`src/rtl/pipe_ctrl_pkg.sv`:
```
// Shared decode codes, PC select encodings and controller state type.
package pipe_ctrl_pkg;

    // First-level decode classes
    localparam logic [1:0] FIRST_LD_DIMM = 2'b00;
    localparam logic [1:0] FIRST_LD_DREG = 2'b01;
    localparam logic [1:0] FIRST_LD_LDST = 2'b10;
    localparam logic [1:0] FIRST_LD_SYS  = 2'b11;

    // Second-level decode within the system/branch class
    localparam logic [3:0] SLD_B     = 4'b0000;
    localparam logic [3:0] SLD_BCOND = 4'b0001;
    localparam logic [3:0] SLD_BR    = 4'b0010;

    // PC mux select
    localparam logic [1:0] PC_SEL_SEQ = 2'b00;
    localparam logic [1:0] PC_SEL_ID  = 2'b01;
    localparam logic [1:0] PC_SEL_EX  = 2'b10;

    typedef enum logic [1:0] {
        ST_RESET  = 2'd0,
        ST_RUN    = 2'd1,
        ST_DRAIN  = 2'd2,
        ST_HALTED = 2'd3
    } ctrl_state_t;

endpackage

```
`src/rtl/pipe_ctrl_sat_counter.sv`:
```
// Saturating up/down counter; holds at all-ones and at zero.
module sat_counter #(
    parameter int             W    = 2,
    parameter logic [W-1:0]   INIT = '0
) (
    input  logic         i_clk,
    input  logic         i_rst_n,
    input  logic         i_inc,
    input  logic         i_dec,
    output logic [W-1:0] o_q
);

    logic [W-1:0] r_q;

    // Step toward the requested direction unless already at the rail
    always_ff @(posedge i_clk or negedge i_rst_n) begin
        if (!i_rst_n)
            r_q <= INIT;
        else if (i_inc && !i_dec && (r_q != {W{1'b1}}))
            r_q <= r_q + W'(1);
        else if (i_dec && !i_inc && (r_q != {W{1'b0}}))
            r_q <= r_q - W'(1);
    end

    assign o_q = r_q;

endmodule

```
`src/rtl/pipe_ctrl.sv`:
```
// Pipeline sequencing controller: stalls, branch redirect, mispredict
// recovery and HALT draining for the IF/ID/EX datapath.
module pipe_ctrl
    import pipe_ctrl_pkg::*;
#(
    parameter int         PC_W         = 32,
    parameter int         CNT_W        = 16,
    parameter logic [1:0] PRED_INIT    = 2'b01,
    parameter int         DRAIN_CYCLES = 2
) (
    input  logic             clk,
    input  logic             rst_n,
    input  logic             id_valid,
    input  logic [1:0]       id_first_ld,
    input  logic [3:0]       id_second_ld,
    input  logic [3:0]       id_dest_reg,
    input  logic [3:0]       id_op1_reg,
    input  logic [3:0]       id_op2_reg,
    input  logic [2:0]       id_pointer_reg,
    input  logic [PC_W-1:0]  id_target,
    input  logic             ex_is_load,
    input  logic [3:0]       ex_dest_reg,
    input  logic             ex_br_valid,
    input  logic             ex_br_taken,
    input  logic             ex_br_pred,
    input  logic [PC_W-1:0]  ex_redirect_pc,
    output logic             pc_we,
    output logic [1:0]       pc_sel,
    output logic             ifid_we,
    output logic             ifid_flush,
    output logic             idex_bubble,
    output logic             id_pred_taken,
    output logic             halted,
    output logic [CNT_W-1:0] stall_cnt,
    output logic [CNT_W-1:0] mispred_cnt
);

    localparam int DW = (DRAIN_CYCLES > 1) ? $clog2(DRAIN_CYCLES + 1) : 1;
    localparam logic [DW-1:0] DRAIN_LAST = DW'(DRAIN_CYCLES - 1);

    ctrl_state_t   r_state, w_state_nxt;
    logic [DW-1:0] r_drain_cnt, w_drain_nxt;
    logic [1:0]    w_pred;
    logic          w_stall_inc, w_mis_inc, w_pred_upd;

    // Targets are muxed in the datapath; ID destination is not a hazard source here
    logic w_unused;
    assign w_unused = ^{id_target, ex_redirect_pc, id_dest_reg};

    // Instruction classes in ID
    logic w_sys, w_is_b, w_is_cond, w_is_br, w_is_halt;
    assign w_sys     = id_valid && (id_first_ld == FIRST_LD_SYS);
    assign w_is_b    = w_sys && (id_second_ld == SLD_B);
    assign w_is_cond = w_sys && (id_second_ld == SLD_BCOND);
    assign w_is_br   = w_sys && (id_second_ld == SLD_BR);
    assign w_is_halt = w_sys && id_second_ld[3] && !id_second_ld[2];

    // Load-use: EX load writes a register ID is about to read
    logic w_ld_wr, w_hit_op1, w_hit_op2, w_hit_ptr, w_hazard;
    assign w_ld_wr   = ex_is_load && ex_dest_reg[3];
    assign w_hit_op1 = id_op1_reg[3] && (id_op1_reg[2:0] == ex_dest_reg[2:0]);
    assign w_hit_op2 = id_op2_reg[3] && (id_op2_reg[2:0] == ex_dest_reg[2:0]);
    assign w_hit_ptr = ((id_first_ld == FIRST_LD_LDST) || w_is_br)
                       && (id_pointer_reg == ex_dest_reg[2:0]);
    assign w_hazard  = id_valid && w_ld_wr && (w_hit_op1 || w_hit_op2 || w_hit_ptr);

    logic w_mispred;
    assign w_mispred = ex_br_valid && (ex_br_taken != ex_br_pred);

    // Predictor trains in RUN and DRAIN only; frozen once halted
    assign w_pred_upd = ex_br_valid && ((r_state == ST_RUN) || (r_state == ST_DRAIN));

    sat_counter #(.W(2), .INIT(PRED_INIT)) u_pred (
        .i_clk   (clk),
        .i_rst_n (rst_n),
        .i_inc   (w_pred_upd && ex_br_taken),
        .i_dec   (w_pred_upd && !ex_br_taken),
        .o_q     (w_pred)
    );

    sat_counter #(.W(CNT_W), .INIT('0)) u_stall_cnt (
        .i_clk   (clk),
        .i_rst_n (rst_n),
        .i_inc   (w_stall_inc),
        .i_dec   (1'b0),
        .o_q     (stall_cnt)
    );

    sat_counter #(.W(CNT_W), .INIT('0)) u_mispred_cnt (
        .i_clk   (clk),
        .i_rst_n (rst_n),
        .i_inc   (w_mis_inc),
        .i_dec   (1'b0),
        .o_q     (mispred_cnt)
    );

    // State and drain counter registers
    always_ff @(posedge clk or negedge rst_n) begin
        if (!rst_n) begin
            r_state     <= ST_RESET;
            r_drain_cnt <= '0;
        end else begin
            r_state     <= w_state_nxt;
            r_drain_cnt <= w_drain_nxt;
        end
    end

    // Next state and control outputs; defaults are the "safe" NOP-everything values
    always_comb begin
        w_state_nxt   = r_state;
        w_drain_nxt   = '0;
        pc_we         = 1'b0;
        pc_sel        = PC_SEL_SEQ;
        ifid_we       = 1'b0;
        ifid_flush    = 1'b1;
        idex_bubble   = 1'b1;
        id_pred_taken = 1'b0;
        halted        = 1'b0;
        w_stall_inc   = 1'b0;
        w_mis_inc     = 1'b0;
        case (r_state)
            ST_RESET: w_state_nxt = ST_RUN;
            ST_RUN: begin
                if (w_mispred) begin
                    pc_we     = 1'b1;
                    pc_sel    = PC_SEL_EX;
                    w_mis_inc = 1'b1;
                end else if (w_hazard) begin
                    ifid_flush  = 1'b0;
                    w_stall_inc = 1'b1;
                end else if (w_is_b || (w_is_cond && w_pred[1])) begin
                    pc_we         = 1'b1;
                    pc_sel        = PC_SEL_ID;
                    idex_bubble   = 1'b0;
                    id_pred_taken = w_is_cond ? w_pred[1] : 1'b1;
                end else if (w_is_halt) begin
                    idex_bubble = 1'b0;
                    w_state_nxt = ST_DRAIN;
                end else begin
                    pc_we         = 1'b1;
                    ifid_we       = 1'b1;
                    ifid_flush    = 1'b0;
                    idex_bubble   = 1'b0;
                    id_pred_taken = w_is_cond && w_pred[1];
                end
            end
            ST_DRAIN: begin
                if (w_mispred) begin
                    // HALT was on the wrong path: recover and resume
                    pc_we       = 1'b1;
                    pc_sel      = PC_SEL_EX;
                    w_mis_inc   = 1'b1;
                    w_state_nxt = ST_RUN;
                end else begin
                    w_drain_nxt = r_drain_cnt + DW'(1);
                    if (r_drain_cnt == DRAIN_LAST)
                        w_state_nxt = ST_HALTED;
                end
            end
            ST_HALTED: halted = 1'b1;
            default:   w_state_nxt = ST_RESET;
        endcase
    end

endmodule

```
`config.mk`:
```
export PLATFORM = sky130hd
export DESIGN_NAME = pipe_ctrl
export DESIGN_NICKNAME = d
export VERILOG_FILES = /design/src/rtl/pipe_ctrl_pkg.sv /design/src/rtl/pipe_ctrl_sat_counter.sv /design/src/rtl/pipe_ctrl.sv
export SDC_FILE = /design/constraint.sdc
export NUM_CORES = 1
export LEC_CHECK = 0
export BUFFER_PORTS_ARGS = -buffer_cell sky130_fd_sc_hd__clkbuf_2
export CORE_ASPECT_RATIO = 0.6
export CORE_MARGIN = 1
export CORE_UTILIZATION = 35
export DETAILED_ROUTE_END_ITERATION = 10
export GPL_TIMING_DRIVEN = 0
export HOLD_SLACK_MARGIN = 0.03
export PLACE_DENSITY = 0.74
export REMOVE_ABC_BUFFERS = 1
export SETUP_SLACK_MARGIN = 0.3
export SLEW_MARGIN = 20
export SYNTH_ARGS = -nofsm -noshare
export SYNTH_HDL_FRONTEND = slang
export SYNTH_SLANG_ARGS = --single-unit
```
`constraint.sdc`:
```
create_clock -name clk -period 2 [get_ports clk]
set_input_delay 0.2 -clock clk [delete_from_list [all_inputs] [get_ports clk]]
set_output_delay 0.2 -clock clk [all_outputs]
set_load 0.05 [all_outputs]
```
==> flow_metrics.py <==
metrics = {
    "sta": {
        "max_slew_margin": 0.355,
        "setup_viol": 0,
        "fin_crit_ps": 1840,
        "tightestPinTransition_ps": 968,
        "fin_crit_sh": 0.920,
        "drv_slew": 0,
        "fmaxAchievable_mhz": 543,
        "finClkSkew_ps": 5.43,
        "timing_hold_violations_final": 0,
        "rsz0062_at_grt": "yes",
    },
    "cts": {
        "clkLatencyLatePin_ps": 280,
        "clock-sinks": 38,
        "htreeDepth": 2,
        "cts_hold_buf": 0,
        "cts-root-buf": "clkbuf_8",
        "numCtsBuffers": 5,
        "clk_pin_slew_worst_paths_ps": 70,
        "clockBufferDepth": 2,
        "cts_tree": "yes",
    },
    "setup_path": {
        "crit_fanout": 4,
        "startpoint_type": "flop",
        "path_class": "flop to output pin",
        "crit_buf_inv": 1,
        "crit_arrival_ps": 1640,
        "reg2reg_slack_ps": 190,
        "worst_setup_path_end_kind": "output pin",
        "crit_chain": "ha_4 > nor2b_4 > nand2_4 > nor2_4 > a21o_1 > buf_8",
        "cp_top_family": "flip-flops",
        "cpMaxStageDelayCell": "dfrtp_2",
        "max_stage_delay_ps": 450,
        "cp_data_required_time_ps": 1800,
    },
    "routing": {
        "wl_per_cell_um": 14.5,
        "vias_per_cell": 4.84,
        "vias": 1828,
        "route.met3.wl_um": 200,
        "drt_iter0_markers": 52,
        "wl_met2_mm": 2.73,
        "dr.pass1.iters": 4,
        "drt-total-wl_mm": 5.49,
        "postRouteAntennaNets": 0,
        "drt_drc_violations_left": 0,
        "wl_met1_mm": 2.48,
        "top_layer": "met4",
    },
    "finish": {
        "register_area_um2": 955,
        "diodes": 0,
        "multi_input_area_mm2": 0.00139,
        "area_delta_synth_final_pct": 57.6,
        "layout-drive-gt1-share": 0.584,
        "fillers": 475,
        "final_cell_mix": "60 x clkbuf_2, 35 x dfrtp_1, 27 x buf_4",
        "final_common_cell": "clkbuf_2",
        "postLayoutCoreUtil": 0.575,
        "nets": 401,
        "stdcell_area_mm2": 0.00324,
        "final_cells": 378,
    },
    "die": {
        "io_pins": 136,
        "core_area_mm2": 0.00562,
        "start_util": 0.365,
        "row_count": 21,
        "die_h_um": 61.3,
        "die_area_mm2": 0.00619,
        "die-width_um": 101,
    },
    "global_routing": {
        "grt_max_degree": 39,
        "grt_pass1_wl_mm": 8.29,
        "antenna_found_initial": 0,
        "grt-ovfl-total": 0,
        "grt_use_total": 0.176,
        "grt_pass1_vias": 1778,
    },
    "place": {
        "place_congestion": 0.823,
        "post_dp_cell_area_mm2": 0.00249,
        "io_buffers": 67,
        "post-place-cells": 339,
        "hpwl_mm": 3.35,
    },
    "synth": {
        "yosysSeqAreaShare": 0.464,
        "async_flop_share": 1.00,
        "synth.largest_area_cell": "dfrtp_1",
        "synth_edf_count": 0,
        "ys_ff_latch": 38,
        "syn_area_mm2": 0.00205,
        "synth.area.top_cells": "dfrtp_1 45%, xnor2_1 13%, nand2_1 3.8%, ha_1 3.7%, xor2_1 3.4%",
        "synth_area_per_cell_um2": 10.7,
        "ys.flop_type": "dfrtp_1",
        "ys_types": 38,
        "synthCells": 192,
        "yosysWarnings": 0,
        "synthDominantCellAreaShare": 0.451,
    },
    "power_and_ir_drop": {
        "power_leakage_nw": 1.58,
        "power_density_mw_per_mm2": 955,
        "ir_worst_vdd_mv": 0.783,
    },
    "run_status": {
        "status": "finished clean",
    },
    "worst_hold_path": {
        "hp-class": "input pin to async pin",
    },
    "job": {
        "maxCapViolations": 0,
    },
}
==> logic make-up (layout without fill, tap and decap cells) <==
kind of cell | count (synthesis) | after routing | share of synthesized area
xor+xnor | 39 | 39 | 0.166
compound gates | 13 | 13 | 0.0634
buf+inv | 8 | 114 | 0.0146
fa+ha+maj | 7 | 7 | 0.0414
simple gates | 84 | 84 | 0.232
flops | 38 | 38 | 0.464
mux | 3 | 3 | 0.0183
==> cell type report <==
type,count,area share
multi-input cells,146,0.431
flip-flops and latches,38,0.295
repair buffers,100,0.208
well taps,80,0.0309
clock buffers,6,0.0255
inverters,8,0.00928
==> metrics by stage <==
stage	hold slack (ps)	power (W)	TNS, ps	setup slack (ps)
final	61.0	0.00309	0	159
after detailed placement	403	0.00211	-2980	-278
after global routing	135	0.00324	0	100
after floorplan	-95.6	0.00183	-3670	-549
after global placement	393	0.00208	-2190	-248
after CTS	93.0	0.00295	0	187
==> sequential cells by signal, summed over array words and instances, names as in the netlist <==
signal / cells
r_drain_cnt: 2
r_state: 2
u_mispred_cnt.o_q: 16
u_pred.o_q: 2
u_stall_cnt.o_q: 16
==> cell usage after synthesis, types with 2 or more instances <==
cell type,instances
xor2_1,8
xnor2_1,31
and3_1,5
nor3_4,2
and3_4,2
mux2_1,2
nand2_1,21
nand4_1,9
nor2b_1,3
a21o_1,2
nor2_2,2
inv_1,8
and4_1,2
nor2_1,16
and4_4,2
ha_1,6
nand3_1,12
dfrtp_1,37
a21oi_1,3
==> path summary, 6_finish.rpt <==
kind / startpoint / endpoint / cells past startpoint
setup / recovery: r_state[1]$_DFFE_PN0P_ / pc_we / 6
hold / removal: rst_n / u_stall_cnt.o_q[13]$_DFFE_PN0P_ / 1
setup reg to reg: r_state[1]$_DFFE_PN0P_ / u_mispred_cnt.o_q[15]$_DFFE_PN0P_ / 8
hold reg to reg: r_drain_cnt[0]$_DFF_PN0_ / r_drain_cnt[0]$_DFF_PN0_ / 1
max in group asynchronous: rst_n / r_state[1]$_DFFE_PN0P_ / 1
min in group clk: ex_br_taken / u_pred.o_q[1]$_DFFE_PN0P_ / 3
==> layer usage <==
| layer | global-route usage | vias up |
|---|---|---|
| li1 | - | 879 |
| met1 | 0.228 | 896 |
| met2 | 0.310 | 44 |
| met3 | 0.0420 | 9 |
| met4 | 0.0352 | 0 |
| met5 | 0 | - |
==> power breakdown <==
group	switching, W	internal (W)
Sequential	0.0000885	0.000875
Clock	0.000255	0.000266
Combinational	0.000980	0.000624
Total	0.00132	0.00177
==> repair_timing <==
action | CTS | global route
endpoints found under the setup margin | 39 | 38
pin swaps | 31 | 20
buffers inserted | 26 | 7
endpoints found under the hold margin | 0 | 0
gates resized for setup | 55 | 41
(Power assumes the default switching activity.)
